<file path="config.mk">
export PLATFORM = sky130hd
export DESIGN_NAME = ram_dumper
export DESIGN_NICKNAME = d
export VERILOG_FILES = /design/src/rtl/ram_dumper.sv
export SDC_FILE = /design/constraint.sdc
export NUM_CORES = 1
export LEC_CHECK = 0
export CORE_ASPECT_RATIO = 1.1
export CORE_UTILIZATION = 48
export CTS_CLUSTER_DIAMETER = 120
export CTS_CLUSTER_SIZE = 20
export DETAILED_ROUTE_END_ITERATION = 16
export GPL_TIMING_DRIVEN = 1
export HOLD_SLACK_MARGIN = 0.15
export PLACE_DENSITY_LB_ADDON = 0.1
export SYNTH_ARGS = -nofsm -noshare
export SYNTH_HDL_FRONTEND = slang
export SYNTH_SLANG_ARGS = --single-unit
</file>
<file path="constraint.sdc">
create_clock -name clk -period 1.9 [get_ports clk]
set_input_delay 0.285 -clock clk [delete_from_list [all_inputs] [get_ports clk]]
set_output_delay 0.285 -clock clk [all_outputs]
set_load 0.1 [all_outputs]
</file>
<file path="src/rtl/ram_dumper.sv">
`default_nettype none
// ============================================================================
// Module   : ram_dumper
// Summary  : Reads RAM from address 0 through lastAddr and sends each byte on a
//            flow-controlled byte interface. Define DUMPER_CHECKSUM_EN to append
//            a mod-256 sum of all data bytes.
// Revision : 1.0 - initial release
// ============================================================================
module ram_dumper #(
    parameter int addrSize = 9
) (
    input  logic                clk,
    input  logic                reset,
    input  logic                start,
    input  logic [addrSize-1:0] lastAddr,
    output logic                read_rq,
    output logic [addrSize-1:0] addrOut,
    input  logic [7:0]          dataIn,
    input  logic                txReady,
    output logic [7:0]          dataOut,
    output logic                newData,
    output logic                busy,
    output logic                done
);

    typedef enum logic [2:0] {
        S_IDLE   = 3'd0,
        S_READ   = 3'd1,
        S_WAIT   = 3'd2,
        S_SEND   = 3'd3,
        S_GUARD  = 3'd4,
        S_FINISH = 3'd5
    } state_t;

    state_t              r_state;
    state_t              w_state_nxt;
    logic [addrSize-1:0] r_addr;
    logic [addrSize-1:0] r_last;
    logic [7:0]          r_byte;
    logic [7:0]          r_data_out;
    logic                w_strobe;
    logic                w_last;
    logic                w_accept;
`ifdef DUMPER_CHECKSUM_EN
    logic [7:0]          r_sum;
    logic                r_cks_phase;
`endif

    assign w_accept = (r_state == S_IDLE) && start;
    assign w_strobe = (r_state == S_SEND) && txReady;
    assign w_last   = (r_addr == r_last);

    always_ff @(posedge clk) begin
        if (!reset) begin
            r_state <= S_IDLE;
        end else begin
            r_state <= w_state_nxt;
        end
    end

    always_comb begin
        w_state_nxt = r_state;
        case (r_state)
            S_IDLE:   if (start) w_state_nxt = S_READ;
            S_READ:   w_state_nxt = S_WAIT;
            S_WAIT:   w_state_nxt = S_SEND;
            S_SEND:   if (txReady) w_state_nxt = S_GUARD;
            S_GUARD: begin
`ifdef DUMPER_CHECKSUM_EN
                if (r_cks_phase)   w_state_nxt = S_FINISH;
                else if (w_last)   w_state_nxt = S_SEND;
                else               w_state_nxt = S_READ;
`else
                if (w_last)        w_state_nxt = S_FINISH;
                else               w_state_nxt = S_READ;
`endif
            end
            S_FINISH: w_state_nxt = S_IDLE;
            default:  w_state_nxt = S_IDLE;
        endcase
    end

    always_ff @(posedge clk) begin
        if (!reset) begin
            r_addr     <= '0;
            r_last     <= '0;
            r_byte     <= 8'h00;
            r_data_out <= 8'h00;
`ifdef DUMPER_CHECKSUM_EN
            r_sum       <= 8'h00;
            r_cks_phase <= 1'b0;
`endif
        end else begin
            if (w_accept) begin
                r_last <= lastAddr;
                r_addr <= '0;
`ifdef DUMPER_CHECKSUM_EN
                r_sum       <= 8'h00;
                r_cks_phase <= 1'b0;
`endif
            end
            if (r_state == S_WAIT) begin
                r_byte <= dataIn;
            end
            if (w_strobe) begin
                r_data_out <= r_byte;
`ifdef DUMPER_CHECKSUM_EN
                if (!r_cks_phase) r_sum <= r_sum + r_byte;
`endif
            end
            // Compare before increment so the top address never wraps to 0
            if ((r_state == S_GUARD) && !w_last) begin
                r_addr <= r_addr + addrSize'(1);
            end
`ifdef DUMPER_CHECKSUM_EN
            if ((r_state == S_GUARD) && w_last && !r_cks_phase) begin
                r_cks_phase <= 1'b1;
                r_byte      <= r_sum;
            end
`endif
        end
    end

    assign read_rq = (r_state == S_READ);
    assign newData = (r_state == S_GUARD);
    assign done    = (r_state == S_FINISH);
    assign busy    = (r_state == S_READ) || (r_state == S_WAIT) ||
                     (r_state == S_SEND) || (r_state == S_GUARD);
    assign addrOut = r_addr;
    assign dataOut = r_data_out;

endmodule
`default_nettype wire
</file>
; ---- Word level (Yosys, flattened, before mapping)
; Index checks and enable logic that the tools add are counted.
[word_totals]
ff_bits = 37
inputBits = 21
wordCells = 30
[classes]
addsub = 1
n_eq_ne = 8
muxes = 6
n_reduce_logical = 10
[ops]
columns = cell, count
row1 = two-way mux 9 bit, 2
row2 = one-hot mux 3 bit (5 select lines), 1
row3 = adder 9 x 1 -> 9 bit (second input constant), 1
row4 = equality test 9 bit, 1
row5 = two-way mux 3 bit, 3
row6 = equality test 3 x 2 -> 1 bit (second input constant), 2
row7 = equality test 3 bit (second input constant), 2
row8 = != test 2 bit (second input constant), 2
row9 = equality test 3 x 1 -> 1 bit (second input constant), 1
row10 = logical AND 1 bit, 3
row11 = logical NOT 3 bit, 1
row12 = logical OR 1 bit, 3
row13 = AND reduction 2 bit, 1
row14 = nonzero test 2 bit, 1
row15 = logical NOT 1 bit, 1

; ---- Longest topological paths before layout
; Gate-level depths: netlist of run 1.
[depth]
ltp_word = 4
ltp_mapped = 9

; ---- Worst setup path after synthesis of run 1
; Ideal clock, no wire load.
[synth_timing]
path_type = reg-to-output
start = reg r_state[2]
end = out read_rq
arrival_time_ns = 2.744
t_required_ns = 1.615
slack_ns = -1.129
path_stages_with_launch = 3
n_path_buf = 1
path_cell_list = dfxtp_1 buf_2 nor3b_1
[synth_via]
elab_chain_len = 1
[synth_lines]
columns = item, line
row1 = "start, declared", 35  ; state_t r_state;
row2 = "start signal, assigned", 57  ; r_state <= w_state_nxt;
row3 = equality test 3 x 1 -> 1 bit, 124  ; assign read_rq = (r_state == S_READ);
row4 = "end, declared", 16  ; output logic read_rq,
; No other way between the ends.

; ---- Worst setup path after layout of run 1
[layout_timing]
start = reg r_state[2]
end = out done
[layout_via]
elab_chain_len = 1
[layout_lines]
columns = item, line
row1 = equality test 3 bit, 126  ; assign done = (r_state == S_FINISH);
row2 = "end, declared", 23  ; output logic done
; No other way between the ends.

==> results of run 1 <==
-- report_power, final --
group | internal [mW] | switching [mW] | leakage (nW)
Sequential | 0.796 | 0.0234 | 0.307
Combinational | 0.136 | 0.150 | 0.545
Clock | 0.141 | 0.264 | 0.0353
-- what timing repair did --
item	4_1_cts	5_1_grt
endpoints found under the setup margin	0	1
resized for setup	0	1
hold endpoints to repair	0	0
setup buffers	0	0
-- how the worst min path moves through the flow --
stage	endpoint	slack (ns)
detailed placement	dataOut[2]$_SDFFE_PN0P_	0.46
CTS	dataOut[2]$_SDFFE_PN0P_	0.47
global placement	dataOut[1]$_SDFFE_PN0P_	0.45
floorplan	r_last[6]$_SDFFE_PN0P_	0.43
global route	r_last[8]$_SDFFE_PN0P_	0.48
finish	dataOut[0]$_SDFFE_PN0P_	0.47
-- area by class of cell --
| class | count | area [um2] |
|---|---|---|
| inverters | 2 | 7.51 |
| multi-input cells | 137 | 911 |
| clock inverters | 3 | 16.3 |
| well taps | 48 | 60.1 |
| clock buffers | 5 | 37.5 |
| repair buffers | 48 | 460 |
| flip-flops and latches | 37 | 768 |
| fillers | 300 | 1100 |
-- cell families (layout without fill, tap and decap cells) --
| logic type | after synthesis | count (layout) |
|---|---|---|
| AND/OR/NAND/NOR | 83 | 83 |
| flip-flops | 37 | 37 |
| AO/OA/AOI/OAI | 32 | 32 |
| XOR/XNOR | 12 | 12 |
| buffers and inverters | 11 | 58 |
| multiplexers | 9 | 9 |
| adder cells (fa/ha/maj) | 1 | 1 |
-- metal layers --
layer	routed length, um	part of all wire, %
met1	1600	46
met2	1600	46
met3	174	5.0
met4	94	2.7
met5	0	0
-- flip-flops by register name, summed over array words and instances, names as in the netlist --
register	count
addrOut	9
r_last	9
dataOut	8
r_byte	8
r_state	3
-- cells in the final DEF, fill, tap and decap left out, types with 2 or more instances in the layout --
| cell type | Yosys | final |
|---|---|---|
| buf_4 | 1 | 24 |
| clkbuf_4 | 0 | 5 |
| dfxtp_4 | 0 | 6 |
| dfxtp_2 | 0 | 4 |
| a21oi_1 | 2 | 2 |
| nor3_1 | 2 | 2 |
| dfxtp_1 | 37 | 27 |
| clkdlybuf4s50_1 | 0 | 20 |
| a22o_1 | 2 | 2 |
| nand2_1 | 39 | 39 |
| a21boi_0 | 17 | 17 |
| o21ai_0 | 2 | 2 |
| nand3_1 | 6 | 6 |
| clkinv_2 | 0 | 2 |
| nor2_1 | 6 | 6 |
| mux2i_1 | 8 | 8 |
| buf_12 | 0 | 4 |
| nor2b_1 | 10 | 10 |
| and3_1 | 6 | 6 |
| a221o_1 | 4 | 4 |
| and2_1 | 2 | 2 |
| xnor2_1 | 11 | 10 |
-- metrics by stage --
step                cell area, um2  setup WS (ns)  std cells
floorplan                     1730         -0.149        185
global route                  2260         0.0240        280
finish                        2260          0.151        280
CTS                           2260          0.110        280
detailed placement            2210          0.153        272
global placement              2210          0.224        272
-- tightest hold or removal path, stage by stage (launching register included) --
cell and delay (ns):
dfxtp_1 0.32, nand2_1 0.04, a21boi_0 0.06
==> impl_metrics.tcl, run 1 <==
set metrics [dict create \
    status "finished clean" \
    drc_errors 0 \
    grt_max_degree 32 \
    worstPathArrival_ns 1.46 \
    cts_buffer_depth 2 \
    cp_slowest_cell "dfxtp_1" \
    synth-compound-area-share_pct 14.8 \
    die_h_um 64.3 \
    met2_usage_pct 33.9 \
    fp-row-count 22 \
    cp_cell_sequence "buf_4, and3_1, buf_12" \
    cts_made_buffers 5 \
    fp.dieW_um 58.6 \
    cp-end-kind "output port" \
    yosysUniqueCellTypes 41 \
    drtPass1Iterations 4 \
    reg2reg_depth 5 \
    avgViaCountPerCell 4.98 \
    die-area_um2 3770 \
    synth_top_family_by_area "simple AND/OR/NAND/NOR gates" \
    holdPathStages 2 \
    synth_edf_count 0 \
    cellPowerDensity_nw_per_um2 668 \
    reg2reg_slack_ns 0.19 \
    tns_ns 0 \
    met1_usage_pct 27.1 \
    drtIter0Drc 41 \
    grt_pass1_wl_um 6070 \
    cellLeakagePower_nw 0.887 \
    netlist.top_cell.by_area "dfxtp_1" \
    syn2layout_area_growth_pct 33.5 \
    netlist.area_leader.share_pct 43.7 \
    syn_nets 207 \
    yosysMostFrequentCell "nand2_1" \
    final_util_pct 67.3 \
    peakVddDrop_v 0.000649 \
    port_buffers 41 \
    ios 42 \
    synthAdderAreaFrac_pct 0.739 \
    final_max_slew_viol_count 0 \
    synth_seq_cells 37 \
    cp_data_required_time_ns 1.62 \
    core_area_um2 3360 \
    antenna_found_initial 0 \
    cp-endpoint "done" \
    crit_buf_inv 2 \
    synth.area.mux_share_pct 5.39 \
    whs_ns 0.467 \
    wirelength_um 3470 \
    drive_gt1_share_pct 25.4 \
    grt_setup_unrepaired "false" \
    ant_nets 0 \
    seq_area_frac_synth_pct 43.7 \
    synthCells 185 \
    worstMarginPinSlew_ns 0.520 \
    hold_buffers 0 \
    critical-path-top-delay-family "flip-flops" \
    netlist_area_um2 1690 \
    cts_tree "done" \
    postSynth.asyncResetShare_pct 0 \
    use_met3_pct 6.07 \
    crit_type "register to output port" \
    clock_latency_ns 0.35 \
    cts_sinks 37 \
    finalCritPeriodShare_pct 92.1 \
    setup-violations-final 0 \
    dp_hpwl_um 2510 \
    max_cap_viol_count 0 \
    initial_core_util_pct 50.4 \
    synth_commonest_cells "nand2_1 (39), dfxtp_1 (37), a21boi_0 (17), xnor2_1 (11), nor2b_1 (10)" \
    top_usage_layer "met2" \
    hold_viol 0 \
    gp_congestion 0.835 \
    fmax_mhz 572 \
    min-delay-path-class "register to register" \
    clk_pin_slew_ns 0.11 \
    rr_endpoint "addrOut[2]$_SDFFE_PN0P_" \
    synth_area_leaders "dfxtp_1 (44%), nand2_1 (8.6%), a21boi_0 (7.5%), xnor2_1 (5.7%), mux2i_1 (4.7%)" \
    syn-mean-instance-area_um2 9.16 \
    synthXorXnorAreaFrac_pct 6.20 \
    crit_path_start "r_state[2]$_SDFFE_PN0P_" \
    slowest_delay_ns 0.50 \
    routedWlPerCell_um 12.4 \
    dr_total_vias 1394 \
    grt_pass1_vias 1348 \
    yosys_warnings 0 \
    root_buffer "clkbuf_4" \
    gr-usage-all-layers_pct 21.7 \
    overflow 0 \
    r2r-start "addrOut[6]$_SDFFE_PN0P_" \
    path_max_fanout 8 \
    totalPowerFinal_mw 1.51 \
    min_period_ns 1.75 \
    crit_path_start_kind "register" \
    synth-simple-area-share_pct 25.9 \
    worstHoldStart "dataOut[0]$_SDFFE_PN0P_" \
    ys.flop_type "dfxtp_1" \
    antennaDiodeCount 0 \
    slew_headroom_pct 65.2 \
    skew_ns 0.00856 \
    htreeDepth 2 \
    worstSetupPathDepth 3 \
    nets 253 \
]
Note: power is estimated with default switching activity, not from simulation.
==> run 2: changes to the inputs <==
HOLD_SLACK_MARGIN = not set   (was 0.15)
==> results of run 2 <==
No change in the layout: final DEF, timing and power equal those of run 1.
==> run 3: changes to the inputs <==
ABC_CLOCK_PERIOD_IN_PS = 1900   (was not set)
==> results of run 3 <==
No change in the layout: final DEF, timing and power equal those of run 1.
